[src/rtl/j1_irq_pkg.sv]
// Shared register offsets, FSM state type and VECT field positions for the j1 interrupt controller.
package j1_irq_pkg;

  localparam logic [2:0] OFS_PEND = 3'd0;
  localparam logic [2:0] OFS_ENAB = 3'd2;
  localparam logic [2:0] OFS_EDGE = 3'd4;
  localparam logic [2:0] OFS_VECT = 3'd6;

  typedef enum logic {
    IDLE    = 1'b0,
    SERVICE = 1'b1
  } state_t;

  localparam int unsigned VALID_BIT = 15;

endpackage

[src/rtl/j1_irq_prio_enc.sv]
// Lowest-index-first priority encoder: valid = |req, idx = position of the lowest set bit.
module j1_irq_prio_enc #(
  parameter int unsigned N = 8
) (
  input  logic [N-1:0] req,
  output logic         valid,
  output logic [3:0]   idx
);

  always_comb begin
    valid = |req;
    idx   = '0;
    for (int unsigned i = N; i > 0; i--) begin
      if (req[i-1]) idx = 4'(i - 1);
    end
  end

endmodule

[src/rtl/j1_irq_ctrl.sv]
// Prioritised interrupt controller on the j1 IO bus (PEND/ENAB/EDGE/VECT+EOI).
// Define J1_IRQ_NESTING_EN to replace the IDLE/SERVICE FSM with an in-service mask allowing preemption.
module j1_irq_ctrl #(
  parameter int unsigned NSRC        = 8,
  parameter logic [15:0] ADDR_BASE   = 16'h0800,
  parameter int unsigned SYNC_STAGES = 2
) (
  input  logic            clk,
  input  logic            resetq,
  input  logic            io_rd,
  input  logic            io_wr,
  input  logic [15:0]     io_addr,
  input  logic [15:0]     io_dout,
  output logic [15:0]     io_rdata,
  output logic            io_hit,
  input  logic [NSRC-1:0] irq_src,
  output logic            interrupt_request
);
  import j1_irq_pkg::*;

  logic [15:0]     ofs;
  logic [2:0]      sel;
  logic            wr_pend, wr_enab, wr_edge, wr_eoi, rd_vect;
  logic [NSRC-1:0] wdata;

  assign ofs    = io_addr - ADDR_BASE;
  assign io_hit = (ofs[15:3] == '0) && !ofs[0];
  assign sel    = {ofs[2:1], 1'b0};
  assign wdata  = NSRC'(io_dout);

  assign wr_pend = io_wr && io_hit && (sel == OFS_PEND);
  assign wr_enab = io_wr && io_hit && (sel == OFS_ENAB);
  assign wr_edge = io_wr && io_hit && (sel == OFS_EDGE);
  assign wr_eoi  = io_wr && io_hit && (sel == OFS_VECT);
  assign rd_vect = io_rd && io_hit && (sel == OFS_VECT);

  logic [NSRC-1:0] sync_q [SYNC_STAGES];
  logic [NSRC-1:0] hist, lvl, rise;
  logic [NSRC-1:0] pend, pend_n, en, edge_mode;

  assign lvl  = sync_q[SYNC_STAGES-1];
  assign rise = lvl & ~hist;

  always_ff @(posedge clk or negedge resetq) begin
    if (!resetq) begin
      for (int unsigned i = 0; i < SYNC_STAGES; i++) sync_q[i] <= '0;
      hist      <= '0;
      pend      <= '0;
      en        <= '0;
      edge_mode <= '0;
    end else begin
      sync_q[0] <= irq_src;
      for (int unsigned i = 1; i < SYNC_STAGES; i++) sync_q[i] <= sync_q[i-1];
      hist <= lvl;
      pend <= pend_n;
      if (wr_enab) en <= wdata;
      if (wr_edge) edge_mode <= wdata;
    end
  end

  logic [NSRC-1:0] cand, best_oh;
  logic            valid, claim, req_n;
  logic [3:0]      best;
  logic [15:0]     vect;

  assign cand    = pend & en;
  assign best_oh = NSRC'(1) << best;

  j1_irq_prio_enc #(.N(NSRC)) u_best (
    .req   (cand),
    .valid (valid),
    .idx   (best)
  );

`ifdef J1_IRQ_NESTING_EN
  logic [NSRC-1:0] in_service, in_service_n, is_low_oh;
  logic            is_valid, grant;
  logic [3:0]      is_idx;

  j1_irq_prio_enc #(.N(NSRC)) u_in_service (
    .req   (in_service),
    .valid (is_valid),
    .idx   (is_idx)
  );

  assign is_low_oh = NSRC'(1) << is_idx;
  // Only a source strictly above the innermost active handler may be claimed.
  assign grant     = valid && (!is_valid || (best < is_idx));
  assign claim     = rd_vect && grant;
  assign req_n     = grant;
  assign vect      = grant ? {1'b1, 11'b0, best} : '0;

  always_comb begin
    in_service_n = in_service;
    if (wr_eoi && is_valid) in_service_n = in_service & ~is_low_oh;
    if (claim)              in_service_n = in_service | best_oh;
  end

  always_ff @(posedge clk or negedge resetq) begin
    if (!resetq) in_service <= '0;
    else         in_service <= in_service_n;
  end
`else
  state_t state_q, state_d;

  assign claim = rd_vect && (state_q == IDLE) && valid;
  assign req_n = (state_q == IDLE) && valid;
  assign vect  = {valid, 11'b0, best};

  always_comb begin
    state_d = state_q;
    case (state_q)
      IDLE:    if (claim)  state_d = SERVICE;
      SERVICE: if (wr_eoi) state_d = IDLE;
      default: state_d = IDLE;
    endcase
  end

  always_ff @(posedge clk or negedge resetq) begin
    if (!resetq) state_q <= IDLE;
    else         state_q <= state_d;
  end
`endif

  // Clears first, then a new rising edge sets, so a same-cycle edge always survives.
  always_comb begin
    pend_n = pend;
    if (wr_pend) pend_n = pend_n & ~(edge_mode & wdata);
    if (claim)   pend_n = pend_n & ~(edge_mode & best_oh);
    pend_n = pend_n | (edge_mode & rise);
    pend_n = (pend_n & edge_mode) | (lvl & ~edge_mode);
  end

  always_ff @(posedge clk or negedge resetq) begin
    if (!resetq) interrupt_request <= 1'b0;
    else         interrupt_request <= req_n;
  end

  always_comb begin
    io_rdata = '0;
    if (io_hit) begin
      case (sel)
        OFS_PEND: io_rdata = 16'(pend);
        OFS_ENAB: io_rdata = 16'(en);
        OFS_EDGE: io_rdata = 16'(edge_mode);
        OFS_VECT: io_rdata = vect;
        default:  io_rdata = '0;
      endcase
    end
  end

endmodule

[config.mk]
export PLATFORM = sky130hd
export DESIGN_NAME = j1_irq_ctrl
export DESIGN_NICKNAME = d
export VERILOG_FILES = /design/src/rtl/j1_irq_pkg.sv /design/src/rtl/j1_irq_prio_enc.sv /design/src/rtl/j1_irq_ctrl.sv
export SDC_FILE = /design/constraint.sdc
export NUM_CORES = 1
export LEC_CHECK = 0
export ABC_AREA = 1
export CORE_AREA = 2 2 74 76
export DETAILED_ROUTE_END_ITERATION = 10
export DIE_AREA = 0 0 76 78
export PLACE_DENSITY = 0.82
export RECOVER_POWER = 100
export SLEW_MARGIN = 20
export SYNTH_ARGS = -nofsm -noshare
export SYNTH_HDL_FRONTEND = slang
export SYNTH_SLANG_ARGS = --single-unit
[constraint.sdc]
create_clock -name clk -period 2.2 [get_ports clk]
set_clock_uncertainty 0.1 [all_clocks]
set_input_delay 0.66 -clock clk [delete_from_list [all_inputs] [get_ports clk]]
set_output_delay 0.66 -clock clk [all_outputs]
set_load 0.01 [all_outputs]
; ---- Word level (Yosys, flattened, before mapping)
; Index checks and enable logic that the tools add are counted.
[op_classes]
addsub = 1
multipliers = 0
div = 0
order_cmp = 0
n_eq_ne = 3
shifts = 1
muxes = 15
bitwise = 16
n_reduce_logical = 15
[op_table]
columns = operator, n
row1 = 8-bit AND, 9
row2 = 16-bit one-hot mux with 4 select lines, 1
row3 = 8-bit inverter, 4
row4 = 3-bit 2-to-1 mux, 8
row5 = 16-bit 2-to-1 mux, 1
row6 = 8-bit 2-to-1 mux, 2
row7 = 8-bit bitwise OR, 2
row8 = 16-bit by 12-bit subtractor with 16-bit output (second input constant), 1
row9 = 13-bit zero test, 1
row10 = 1-bit logical AND, 11
row11 = 8-bit OR reduction, 1
row12 = 1-bit by 4-bit << shifter with 8-bit output (first input constant), 1
row13 = 2-bit == test (second input constant), 2
row14 = 3-bit zero test, 1
row15 = 2-bit by 1-bit == test with 1-bit output (second input constant), 1
row16 = 1-bit 2-to-1 mux, 2
row17 = 1-bit one-hot mux with 2 select lines, 1
row18 = 1-bit zero test, 1
row19 = 1-bit inverter, 1
[totals]
ff_bits = 50
latchBits = 0
ramBits = 0
romBits = 0
wordCells = 59
mem_count = 0

; ---- Depth between registers and ports, before layout
[depth]
ltp_word = 17
depth_mapped = 12
depth_no_buf = 12

; ---- Cells and area by module
; Synthesis repeated with hierarchy kept, for this count alone.
[hier_totals]
cells_unflattened = 339
area_unflattened_um2 = 2650.0
[modules_own_cells]
columns = module, n_inst, cells_per_inst, area_each_um2, seq_area_each_um2
row1 = j1_irq_ctrl, 1, 315, 2539.9, 1251.2
row2 = j1_irq_prio_enc, 1, 24, 110.1, 0.0

; ---- Worst setup path after synthesis
; No wires, ideal clock.
[synth_timing]
path_kind = input port to output port
start = input port io_addr[8]
end = output port io_rdata[0]
arrival_time_ns = 1.690
t_required_ns = 1.440
setup_slack_ns = -0.250
path_stages = 7
path_cell_list = nor2_2 nand3_1 nor2_4 inv_1 nor2_1 inv_1 o21ai_0
[synth_between]
elab_chain_cells = 4
[synth_lines]
columns = element, line
row1 = from (decl), j1_irq_ctrl.sv:12  ; input logic [15:0] io_addr,
row2 = 16-bit by 12-bit subtractor with 16-bit output, j1_irq_ctrl.sv:26  ; assign ofs = io_addr - ADDR_BASE;
row3 = 13-bit zero test, j1_irq_ctrl.sv:27  ; assign io_hit = (ofs[15:3] == '0) && !ofs[0];
row4 = 1-bit logical AND, j1_irq_ctrl.sv:27
row5 = via io_hit, j1_irq_ctrl.sv:15  ; output logic io_hit,
row6 = 16-bit 2-to-1 mux, j1_irq_ctrl.sv:141  ; if (io_hit) begin
row7 = to (decl), j1_irq_ctrl.sv:14  ; output logic [15:0] io_rdata,
; The timed path passes the listed nets, and every way through them passes these cells.

; ---- Final worst setup path
[layout_timing]
start = input port io_addr[11]
end = output port io_rdata[0]
[layout_between]
elab_chain_cells = 4
[layout_lines]
columns = element, line
row1 = 16-bit by 12-bit subtractor with 16-bit output, j1_irq_ctrl.sv:26
row2 = 13-bit zero test, j1_irq_ctrl.sv:27
row3 = 1-bit logical AND, j1_irq_ctrl.sv:27
row4 = 16-bit 2-to-1 mux, j1_irq_ctrl.sv:141
; No other way between the ends.

==> summary.txt <==
Placement
  • I/O Buffers: 46
  • Place WS: -1.12 ns
  • HPWL after DPL: 4030 microns
  • Instance area after placement: 0.00317 sq mm
  • GPL Wtd Cong: 0.839

Floorplanning
  • Die X: 76 microns
  • Initial Util: 47.1%
  • # rows: 26
  • Core area: 0.00504 sq mm
  • IO Pins: 62
  • Die Area: 0.00593 sq mm
  • Die Y: 78 microns

Logic synthesis
  • EDFF count, synth: 0
  • Synth top area cells: dfrtp_1, nand2_1, o21ai_2, inv_1, nor2_1
  • Dominant cell type by area after synthesis: dfrtp_1
  • Post-Synth Simple-Gate Area: 28.5%
  • Mapped Area: 0.00238 sq mm
  • Mean Syn Cell Area: 8.23 sq um
  • Syn Inst Count: 289
  • XOR/XNOR Fraction of Synth Area: 0%
  • Post-synthesis register bit count: 50
  • Main combinational cell family by area after synthesis: simple AND/OR/NAND/NOR gates
  • Cell with the most instances after synthesis: nand2_1
  • Synth async-reset ratio: 100%
  • Top-area cell type share of the netlist area: 52.6%
  • Adder-cell share of the synthesized area: 0%
  • Syn. warnings: 0
  • Post-synth top flop: dfrtp_1
  • Post-synthesis compound-gate area fraction: 10.6%
  • Post-synthesis sequential area ratio: 52.6%
  • Cell variety after synth: 24
  • Synth top cells by count: nand2_1, dfrtp_1, inv_1
  • Mux share of post-synthesis cell area: 0%

Pwr
  • Psw: 406 uW
  • Tot Pwr: 1780 uW
  • Internal cell power: 1370 uW
  • Sw Share: 22.9%
  • P_leak: 0.00164 uW
  • Clock power share: 36.1%
  • Power Density: 532 mW/mm^2
  • Gate power share: 9.9%
  • VDD IR max: 0.507 mV
  • Flop pwr share: 54.0%

Worst setup path
  • R2R cell count: 9
  • WP data required: 1.44 ns
  • Critical path class: in2out
  • Reg-to-reg slack, setup: 0.40 ns
  • R2r startpoint: en[1]
  • CP endpoint kind: primary output
  • Worst Path Arrival: 1.70 ns
  • Worst R2R End: pend[4]
  • Critical-path maximum fanout: 7
  • CP startpoint kind: primary input

Clock network
  • Cts bufs inserted: 5
  • Clock Path Buffers: 2
  • CTS HTree Levels: 2
  • Clock sinks: 50
  • Clock transition at the registers of the reported paths: 0.09 ns
  • CTS Hold Bufs: 0
  • CTS tree: built
  • CTS Root Cell: clkbuf_8
  • Clk_lat worst skew: 0.31 ns

GRT
  • Vias in the first global route: 2102
  • First-pass GRT wire length: 9560 microns
  • Congestion Overflow GR: 0
  • GRT Resource Usage Total: 20.4%
  • Largest net degree at the start of global routing: 51
  • Initial antenna violation count: 0

Timing
  • Final setup fails: 10
  • Setup TNS: -1.60 ns
  • RSZ-0062 raised after global routing: yes
  • Final Max Slew Viols: 0
  • Post-route setup slack: -0.256 ns
  • Min Clock Period, post-route: 2.46 ns
  • Period utilization: 112%
  • Relative slew slack: 20.5%
  • Fin. Hold Viols: 0
  • Highest clock rate: 407 MHz
  • Final hold slack: 0.248 ns
  • Worst slew pin tran: 1.19 ns

Run status
  • Failing checks: negative setup slack
  • Status: finished with violations

Detailed routing
  • Drt wl/cell: 12.7 microns
  • Drt first pass iters: 5
  • Remaining DRCs: 0
  • DR vias: 2176
  • Via-to-Cell Ratio: 4.82
  • Antenna-violating nets left: 0
  • Final WL: 5730 microns
  • Iteration-0 DRC Markers: 128

Finish
  • Nets@finish: 424
  • Post-route cell area: 0.00334 sq mm
  • Area Overhead vs Synth: 40.3%
  • Multi-input gate area: 0.00102 sq mm
  • Share of layout cells above drive strength 1: 33.1%
  • ANT cells: 0
  • # fillers: 424
  • Register area: 0.00125 sq mm

Min path
  • Hold Crit Start: sync_q[13]
  • Worst hold-check path type: reg2reg
  • Hold Path Sink: lvl[5]
  • WHS Path Cells: 0

Flow run
  • Max_cap viols: 0
[cell type report]
class	count	share of cell area, %
sequential	50	37.5
multi-input combinational	205	30.6
timing repair buffer	86	21.5
inverter	31	4.31
tap	70	2.63
clock buffer	5	2.06
clock inverter	3	1.20
timing repair inverter	1	0.150
[worst max path at each step]
stage	cells after the start	to	slack (ns)	startpoint
2_1_floorplan	9	io_rdata[0]	-0.09	io_addr[14]
3_3_place_gp	11	io_rdata[2]	-1.09	io_addr[14]
3_5_place_dp	11	io_rdata[2]	-1.12	io_addr[14]
4_1_cts	11	io_rdata[0]	-0.24	io_addr[4]
5_1_grt	10	io_rdata[0]	-0.35	io_addr[11]
6_report	10	io_rdata[0]	-0.26	io_addr[11]
[per-layer routing]
metal	track usage [%]	vias to the layer above	part of all wire (%)
met5	0	-	0
met4	8.36	0	1.8
met3	4.42	10	5.2
met2	36.2	75	52
met1	24.1	1022	41
li1	-	1069	-
[power groups by stage]
stage / Clock (uW) / Sequential, uW / Combinational [uW]
floorplan: 0 / 976 / 54.2
global placement: 0 / 976 / 166
detailed placement: 0 / 978 / 169
CTS: 645 / 959 / 183
global route: 691 / 962 / 193
finish: 641 / 959 / 176
[stage by stage]
stage | util, % | std cells
final | 66.2 | 451
after global routing | 66.2 | 451
after CTS | 66.7 | 451
after detailed placement | 62.9 | 435
after global placement | 62.9 | 435
after floorplan | - | 295
[registers in the layout, indices dropped and copies added, names as in the netlist]
| register | cells |
|---|---|
| edge_mode | 8 |
| en | 8 |
| hist | 8 |
| interrupt_request | 1 |
| lvl | 8 |
| pend | 8 |
| state_q | 1 |
| sync_q | 8 |
[cells by family (layout without fill, tap and decap cells)]
kind of cell | Yosys count | count (layout)
buffers and inverters | 40 | 126
AOI/OAI and AO/OA | 36 | 36
and+or+nand+nor | 162 | 162
other | 1 | 7
DFF | 50 | 50
[cell usage in the layout (no fill, tap or decap), types with 3 or more instances in the layout]
cell,netlist,layout
a21oi_1,8,7
a31oi_1,5,4
buf_2,0,16
buf_4,7,31
buf_6,2,16
clkbuf_8,0,5
clkdlybuf4s50_1,0,10
clkinv_2,1,3
conb_1,1,7
dfrtp_1,50,50
dlygate4sd3_1,0,9
inv_1,28,17
inv_2,0,7
inv_4,0,4
nand2_1,119,116
nand2_2,0,6
nand3_1,11,10
nor2_1,19,15
nor2_2,3,3
nor2_4,1,5
o21ai_2,16,17
[repair_timing]
item | CTS | global route
setup buffers | 7 | 0
pin swaps | 20 | 0
gates resized for setup | 141 | 2
hold endpoints to repair | 0 | 0
setup endpoints to repair | 10 | 10
gates cloned | 1 | 0
[worst max-delay path, cell delays in order]
cell     delay (ns)
buf_2          0.08
inv_2          0.04
nor2_4         0.10
nand3_2        0.10
nor2_4         0.15
inv_4          0.08
nor2_4         0.13
inv_4          0.07
o21ai_2        0.13
buf_2          0.14
(Power assumes the default switching activity.)
